## src/rtl/decode_issue_stage.sv

```systemverilog
// Decode/issue stage: instruction decode, register file, load-use hazard stall and ALU-side output register.
// Optional macro DECODE_WT_BYPASS_EN enables write-through bypass of the writeback port into operand reads.
module decode_issue_stage #(
  parameter int unsigned DATA_WIDTH = 32,
  parameter int unsigned NUM_REGS   = 32,
  parameter int unsigned PC_WIDTH   = 32,
  localparam int unsigned ADDR_WIDTH = $clog2(NUM_REGS)
) (
  input  logic                  clk,
  input  logic                  reset,
  input  logic                  in_valid,
  input  logic [PC_WIDTH-1:0]   pc_in,
  input  logic [31:0]           instruction,
  input  logic                  flush,
  input  logic                  block_pipe_data_cache,
  input  logic                  block_pipe_instr_cache,
  input  logic                  wb_en,
  input  logic [ADDR_WIDTH-1:0] wb_addr,
  input  logic [DATA_WIDTH-1:0] wb_data,
  output logic                  EN_REG_FETCH,
  output logic                  EN_REG_DECODE,
  output logic                  out_valid,
  output logic [PC_WIDTH-1:0]   pc_out,
  output logic [DATA_WIDTH-1:0] data_a,
  output logic [DATA_WIDTH-1:0] data_b,
  output logic [DATA_WIDTH-1:0] imm,
  output logic [ADDR_WIDTH-1:0] addrA,
  output logic [ADDR_WIDTH-1:0] addrB,
  output logic [ADDR_WIDTH-1:0] regD,
  output logic [1:0]            ALU_OP,
  output logic                  WB_EN,
  output logic                  MEM_R_EN,
  output logic                  MEM_W_EN,
  output logic                  MEM_TO_REG,
  output logic                  is_branch,
  output logic                  is_immediate
);

  localparam logic [5:0] OP_ALU  = 6'h00;
  localparam logic [5:0] OP_ADDI = 6'h01;
  localparam logic [5:0] OP_LD   = 6'h02;
  localparam logic [5:0] OP_ST   = 6'h03;
  localparam logic [5:0] OP_BEQ  = 6'h04;

  logic [5:0]            opcode;
  logic [ADDR_WIDTH-1:0] ra, rb, rd;
  logic [DATA_WIDTH-1:0] imm_ext;

  assign opcode  = instruction[31:26];
  assign ra      = instruction[21 +: ADDR_WIDTH];
  assign rb      = instruction[16 +: ADDR_WIDTH];
  assign rd      = instruction[11 +: ADDR_WIDTH];
  assign imm_ext = DATA_WIDTH'($signed(instruction[15:0]));

  logic                  dec_valid, uses_a, uses_b;
  logic [1:0]            dec_alu_op;
  logic [ADDR_WIDTH-1:0] dec_regd;
  logic                  dec_wb, dec_mr, dec_mw, dec_m2r, dec_br, dec_imm;

  // Opcode decode; unknown opcodes decode to an invalid bubble
  always_comb begin
    dec_valid  = 1'b0;
    uses_a     = 1'b0;
    uses_b     = 1'b0;
    dec_alu_op = 2'b00;
    dec_regd   = '0;
    dec_wb     = 1'b0;
    dec_mr     = 1'b0;
    dec_mw     = 1'b0;
    dec_m2r    = 1'b0;
    dec_br     = 1'b0;
    dec_imm    = 1'b0;
    case (opcode)
      OP_ALU: begin
        dec_valid = 1'b1; uses_a = 1'b1; uses_b = 1'b1;
        dec_alu_op = instruction[1:0]; dec_wb = 1'b1; dec_regd = rd;
      end
      OP_ADDI: begin
        dec_valid = 1'b1; uses_a = 1'b1;
        dec_imm = 1'b1; dec_wb = 1'b1; dec_regd = rb;
      end
      OP_LD: begin
        dec_valid = 1'b1; uses_a = 1'b1;
        dec_mr = 1'b1; dec_m2r = 1'b1; dec_wb = 1'b1; dec_imm = 1'b1; dec_regd = rb;
      end
      OP_ST: begin
        dec_valid = 1'b1; uses_a = 1'b1; uses_b = 1'b1;
        dec_mw = 1'b1; dec_imm = 1'b1;
      end
      OP_BEQ: begin
        dec_valid = 1'b1; uses_a = 1'b1; uses_b = 1'b1;
        dec_br = 1'b1; dec_imm = 1'b1;
      end
      default: ;
    endcase
  end

  logic [DATA_WIDTH-1:0] regs [NUM_REGS];

  // Register file; entry 0 is never written so it stays zero
  always_ff @(posedge clk or negedge reset) begin
    if (!reset) begin
      for (int i = 0; i < int'(NUM_REGS); i++) regs[i] <= '0;
    end else if (wb_en && (wb_addr != '0)) begin
      regs[wb_addr] <= wb_data;
    end
  end

  logic [DATA_WIDTH-1:0] rdata_a, rdata_b;

  always_comb begin
    rdata_a = (ra == '0) ? '0 : regs[ra];
    rdata_b = (rb == '0) ? '0 : regs[rb];
`ifdef DECODE_WT_BYPASS_EN
    if (wb_en && (wb_addr == ra) && (ra != '0)) rdata_a = wb_data;
    if (wb_en && (wb_addr == rb) && (rb != '0)) rdata_b = wb_data;
`endif
  end

  logic freeze, hazard;

  assign freeze = block_pipe_data_cache | block_pipe_instr_cache;
  assign hazard = in_valid & out_valid & MEM_R_EN & (regD != '0) &
                  (((regD == ra) & uses_a) | ((regD == rb) & uses_b));

  assign EN_REG_FETCH  = ~(freeze | hazard);
  assign EN_REG_DECODE = ~(freeze | hazard);

  // ALU-side register: freeze holds, kill conditions load a zeroed bubble
  always_ff @(posedge clk or negedge reset) begin
    if (!reset) begin
      out_valid <= 1'b0; pc_out <= '0; data_a <= '0; data_b <= '0; imm <= '0;
      addrA <= '0; addrB <= '0; regD <= '0; ALU_OP <= 2'b00;
      WB_EN <= 1'b0; MEM_R_EN <= 1'b0; MEM_W_EN <= 1'b0; MEM_TO_REG <= 1'b0;
      is_branch <= 1'b0; is_immediate <= 1'b0;
    end else if (!freeze) begin
      if (flush || hazard || !in_valid || !dec_valid) begin
        out_valid <= 1'b0; pc_out <= '0; data_a <= '0; data_b <= '0; imm <= '0;
        addrA <= '0; addrB <= '0; regD <= '0; ALU_OP <= 2'b00;
        WB_EN <= 1'b0; MEM_R_EN <= 1'b0; MEM_W_EN <= 1'b0; MEM_TO_REG <= 1'b0;
        is_branch <= 1'b0; is_immediate <= 1'b0;
      end else begin
        out_valid <= 1'b1; pc_out <= pc_in; data_a <= rdata_a; data_b <= rdata_b;
        imm <= imm_ext; addrA <= ra; addrB <= rb; regD <= dec_regd; ALU_OP <= dec_alu_op;
        WB_EN <= dec_wb; MEM_R_EN <= dec_mr; MEM_W_EN <= dec_mw; MEM_TO_REG <= dec_m2r;
        is_branch <= dec_br; is_immediate <= dec_imm;
      end
    end
  end

endmodule

```

## config.mk

```make
export PLATFORM = sky130hd
export DESIGN_NAME = decode_issue_stage
export DESIGN_NICKNAME = d
export VERILOG_FILES = /design/src/rtl/decode_issue_stage.sv
export SDC_FILE = /design/constraint.sdc
export NUM_CORES = 2
export LEC_CHECK = 0
export ABC_AREA = 0
export CORE_ASPECT_RATIO = 0.9
export CORE_MARGIN = 4
export CORE_UTILIZATION = 55
export CTS_CLUSTER_SIZE = 10
export DETAILED_ROUTE_END_ITERATION = 7
export PLACE_DENSITY = 0.73
export SETUP_SLACK_MARGIN = 0.15
export SLEW_MARGIN = 0
export SYNTH_ARGS = -nofsm -noshare
export SYNTH_HDL_FRONTEND = slang
export SYNTH_SLANG_ARGS = --single-unit
export TNS_END_PERCENT = 100
```

## constraint.sdc

```tcl
create_clock -name clk -period 2.3 [get_ports clk]
set_input_delay 0.23 -clock clk [delete_from_list [all_inputs] [get_ports clk]]
set_output_delay 0.23 -clock clk [all_outputs]
set_load 0.01 [all_outputs]
```

# == Word-level counts from Yosys, hierarchy flattened ==
# Cells that the tools add are included.
# word_totals
elab_cells,120
reg_bits,1175
output_inout_bits,154
# op_classes
bitwise,13
eq_ne,6
reduce_logical,17
muxes,34
magnitude_cmp,4
# ops
cell,n
bitwise mux 1024 bit,1
two-way mux 32 bit,11
binary-select mux 32 bit (select 5 bit),2
demux 32 bit (select 5 bit),1
>= comparator 6 bit (second input constant),3
NOT 5 -> 6 bit,3
two-way mux 5 bit,3
two-way mux 1 bit,13
== test 6 x 2 -> 1 bit (second input constant),2
== test 5 bit,2
zero test 5 bit,2
one-hot mux 5 bit (2 select lines),1
nonzero test 5 bit,2
bitwise AND 1 bit,6
== test 6 x 1 -> 1 bit (second input constant),1
== test 6 x 3 -> 1 bit (second input constant),1
zero test 6 bit,1
less-than comparator 6 x 1 -> 1 bit (second input constant),1
OR reduction 3 bit,2
OR reduction 5 bit,1
two-way mux 2 bit,2
OR reduction 4 bit,1
logical OR 1 bit,3
OR 1 bit,3
other kinds (4),6

# == Logic depth before layout (Yosys ltp) ==
# logic_depth
depth_word,10
depth_mapped,11

# == Worst setup path before layout ==
# No wires, ideal clock.
# synth_timing
path_type,register to output
from,reg regD[1]
to,out EN_REG_FETCH
path_stages_with_launch,8
setup_slack_ns,-0.096
path_buffers,3
t_arrival_ns,2.166
path_cell_list,dfrtp_1 > or4_1 > o2111ai_1 > a21o_2 > buf_2 > clkbuf_1 > nor2b_1 > buf_4
# synth_between
elab_chain_len,6
word_cells_on_any_way,10
cone_classes,2 x eq/ne; 7 x bitwise; 1 x reduce/logical
# synth_lines
element,line_no,source
"start, declared",29,"output logic [ADDR_WIDTH-1:0] regD,"
"start signal, assigned",144,imm <= imm_ext; addrA <= ra; addrB <= rb; regD <= dec_regd; ALU_OP <= dec_alu_op;
== test 5 bit,124,(((regD == ra) & uses_a) | ((regD == rb) & uses_b));
bitwise AND 1 bit,124,
OR 1 bit,124,
bitwise AND 1 bit *,123,assign hazard = in_valid & out_valid & MEM_R_EN & (regD != '0) &
OR 1 bit *,n/a,
NOT 1 bit *,n/a,
"end, declared",20,"output logic EN_REG_FETCH,"
# Mark *: on every way between the ends. The rest lies on a longest branch, timed or not.

# == Worst setup path after layout ==
# layout_timing
from,reg regD[1]
to,out EN_REG_FETCH
# layout_between
elab_chain_len,6
word_cells_on_any_way,10
cone_classes,2 x eq/ne; 7 x bitwise; 1 x reduce/logical
# layout_lines
element,line_no,source
== test 5 bit,124,
bitwise AND 1 bit,124,
OR 1 bit,124,
bitwise AND 1 bit *,123,
OR 1 bit *,126,assign EN_REG_FETCH = ~(freeze | hazard);
NOT 1 bit *,126,
# Marks and branches as above.

==> summary.txt <==
Outcome
  • Status: complete, but fails checks
  • Failing checks: negative setup slack

Power
  • PnR Total Power: 57.5 mW
  • Pleak: 31.2 nW
  • P_int: 42.0 mW
  • Switching pwr: 15.5 mW
  • Pwr/cell area: 802 nW/µm²
  • Switching share of power: 27.0%
  • Flop pwr share: 46.1%
  • VDD IR-drop max: 0.727 mV
  • Combinational fraction of design power: 19.8%
  • Power share of the clock group: 34.1%

Timing
  • Setup violators final: 110
  • Worst Tran Pin Value: 1.32 ns
  • Final slew viol count: 0
  • Skew final: 0.0313 ns
  • RSZ-0062 raised after global routing: yes
  • Minimum clock period: 2.54 ns
  • Period utilization: 110%
  • Max Freq: 0.393 GHz
  • Final Hold Vio Count: 0
  • Slew margin rel.: 11.8%
  • Worst hold slack: 0.0236 ns
  • Post-route setup slack: -0.241 ns

Place
  • I/O Buffers: 261
  • Placer Congestion: 0.875
  • Placement Setup Slack: -0.385 ns
  • Final HPWL DP: 126000 µm

Floorplanning
  • IO Count: 262
  • Die width: 356 µm
  • Die height: 321 µm
  • Row count: 114
  • Area of the core: 108000 µm²
  • DIE AREA: 114000 µm²
  • Initial core utilization: 55.6%

Finish
  • # nets final: 4710
  • Filler Cell Count: 7540
  • Layout area overhead: 19.7%
  • Utilization of the core after routing: 66.6%
  • Layout cells sized above 1: 47.4%
  • Highest-count cells in the layout ignoring fill and taps: mux2_2 (1166), dfrtp_1 (1153), mux4_2 (358), clkdlybuf4s50_1 (248), buf_4 (235)
  • Area of the multi-input gates: 29200 µm²
  • Commonest non-fill, non-tap cell in the layout: mux2_2
  • Reg area: 29000 µm²

GRT
  • Initial antenna violation count: 4
  • Most Used Layer, Global Route: met2
  • Largest net degree at the start of global routing: 97
  • Number of global-route vias before repair: 42600
  • Global-route wire length before repair: 286000 µm
  • GRT Overall Usage: 33.6%
  • Met3 capacity usage during global routing: 6.82%
  • Global route overflow: 0
  • Met2 Usage GRT: 50.5%
  • Met1 usage: 48.8%

CTS
  • Clock sinks: 1159
  • Clock transition at path regs: 0.06 ns
  • Clk root buf: clkbuf_16
  • Total CTS buffers: 137
  • Skew-Pair Late Insertion Delay: 0.76 ns
  • Max Root-Sink Buffers: 3
  • TritonCTS clock tree: done
  • H-tree levels: 4

Routing
  • Drt first pass iters: 5
  • Avg WL per Cell: 31.9 µm
  • Iter 0 DRT Violations: 4909
  • Via count: 42000
  • Via-per-instance ratio: 6.90
  • Final WL: 195000 µm
  • Antenna-violating nets left: 0
  • Number of remaining DRC errors: 0

Logic synthesis
  • Post-synthesis async set-or-reset flop share: 100%
  • Ys flop type: dfrtp_1
  • Mapped cell area: 59900 µm²
  • Syn_area_per_cell: 14.0 µm²
  • Syn Nets: 4391
  • Sequential area share after synthesis: 48.4%
  • #FFs+latches synth: 1159
  • Syn Inst Count: 4283
  • Cell variety after synth: 49
  • EDFF count, synth: 0
  • Yosys Warn Count: 0

Critical path
  • CP endpoint kind: output port
  • Worst r2r path cells: 8
  • Critical Path RT: 2.07 ns
  • Critical path launch point type: register
  • Critical setup path kind: register to output port
  • Max Fanout on Critical Path: 3
  • WP data arrival: 2.31 ns

Job
  • Max Cap Violations: 0

Hold path
  • HP Class: primary input to async pin
[final timing paths]
check	slack [ns]	start	endpoint
worst max-delay path	-0.24	regD[1]	EN_REG_FETCH
worst min-delay path	0.02	reset	regs[609]
worst max register to register	-0.12	regD[1]	regD[4]
worst min register to register	0.39	regs[994]	regs[994]
max in group asynchronous	1.28	reset	regs[761]
min in group clk	0.08	pc_in[10]	pc_out[10]
[Yosys cell counts, drive strengths merged, types with 5 or more instances]
master	number	area share, %
a221o	20	0.33
or2	7	0.073
mux2i	172	2.9
o31ai	7	0.088
a22o	80	1.2
o21ai	52	0.43
a221oi	26	0.38
mux4	358	13
nor3	5	0.061
mux2	1166	22
a22oi	75	0.94
clkbuf	281	1.8
xor2	6	0.088
dfrtp	1159	48
a211oi	90	1.1
a21oi	66	0.55
buf	206	1.8
nor2	32	0.20
nand4	28	0.29
nor2b	70	0.73
o311ai	21	0.31
nand2	195	1.2
o22ai	64	0.67
nor3b	6	0.084
a32o	8	0.13
nand3b	6	0.075
nand3	48	0.40
[per-stage QoR]
step | cell area (µm²) | std cells | TNS [ns]
after floorplan | 59900 | 4283 | 0
after global placement | 67200 | 5894 | -42.34
after detailed placement | 67200 | 5894 | -51.41
after CTS | 71200 | 6080 | -0.560
after global routing | 71700 | 6091 | -10.31
final | 71700 | 6093 | -6.35
[layer usage]
layer / wire length [µm] / vias to the layer above
met2: 87700 / 2347
li1: - / 16900
met3: 19600 / 430
met1: 79200 / 22300
met5: 0 / -
met4: 8220 / 0
[registers in the layout, indices dropped and copies added (netlist names)]
register	flops
regs	1024
addrA	5
data_a	32
addrB	5
imm	16
is_branch	1
is_immediate	1
out_valid	1
data_b	32
regD	5
MEM_W_EN	1
WB_EN	1
ALU_OP	2
pc_out	32
MEM_TO_REG	1
[power by group through the flow]
stage	clock network, mW	registers [mW]	logic [mW]
finish	19.6	26.5	11.4
floorplan	0	25.7	8.13
global placement	0	26.4	10.9
CTS	19.8	26.3	11.3
global route	20.6	26.8	12.2
detailed placement	0	26.6	11.2
[critical path, stage by stage, from the launching register on]
cell and delay, ns:
dfrtp_2 0.42, or4_4 0.52, o2111ai_2 0.17, a21o_2 0.14, nor2b_4 0.18, buf_6 0.12
[what timing repair did]
| item | 4_1_cts | 5_1_grt |
|---|---|---|
| setup buffers | 5 | 2 |
| hold buffers | 2 | 0 |
| pin swaps | 2 | 13 |
| gates resized for setup | 23 | 87 |
| cloned | 1 | 9 |
| endpoints found under the hold margin | 824 | 0 |
| endpoints found under the setup margin | 89 | 130 |
[final cells by class]
cell class / instances / area share [%]
flip-flops and latches: 1159 / 40.5
diodes: 2 / 0.00698
clock inverters: 11 / 0.180
multi-input cells: 2637 / 40.7
repair buffers: 667 / 10.9
clock buffers: 167 / 5.18
well taps: 1450 / 2.53
[cell families after synthesis]
group / count (synthesis) / synth area share, %
AO/OA/AOI/OAI: 517 / 6.25
AND/OR/NAND/NOR: 414 / 3.35
multiplexers: 1696 / 38.3
XOR/XNOR: 10 / 0.146
buffers and inverters: 487 / 3.56
flip-flops: 1159 / 48.4
Power figures use the tool's default switching activity.
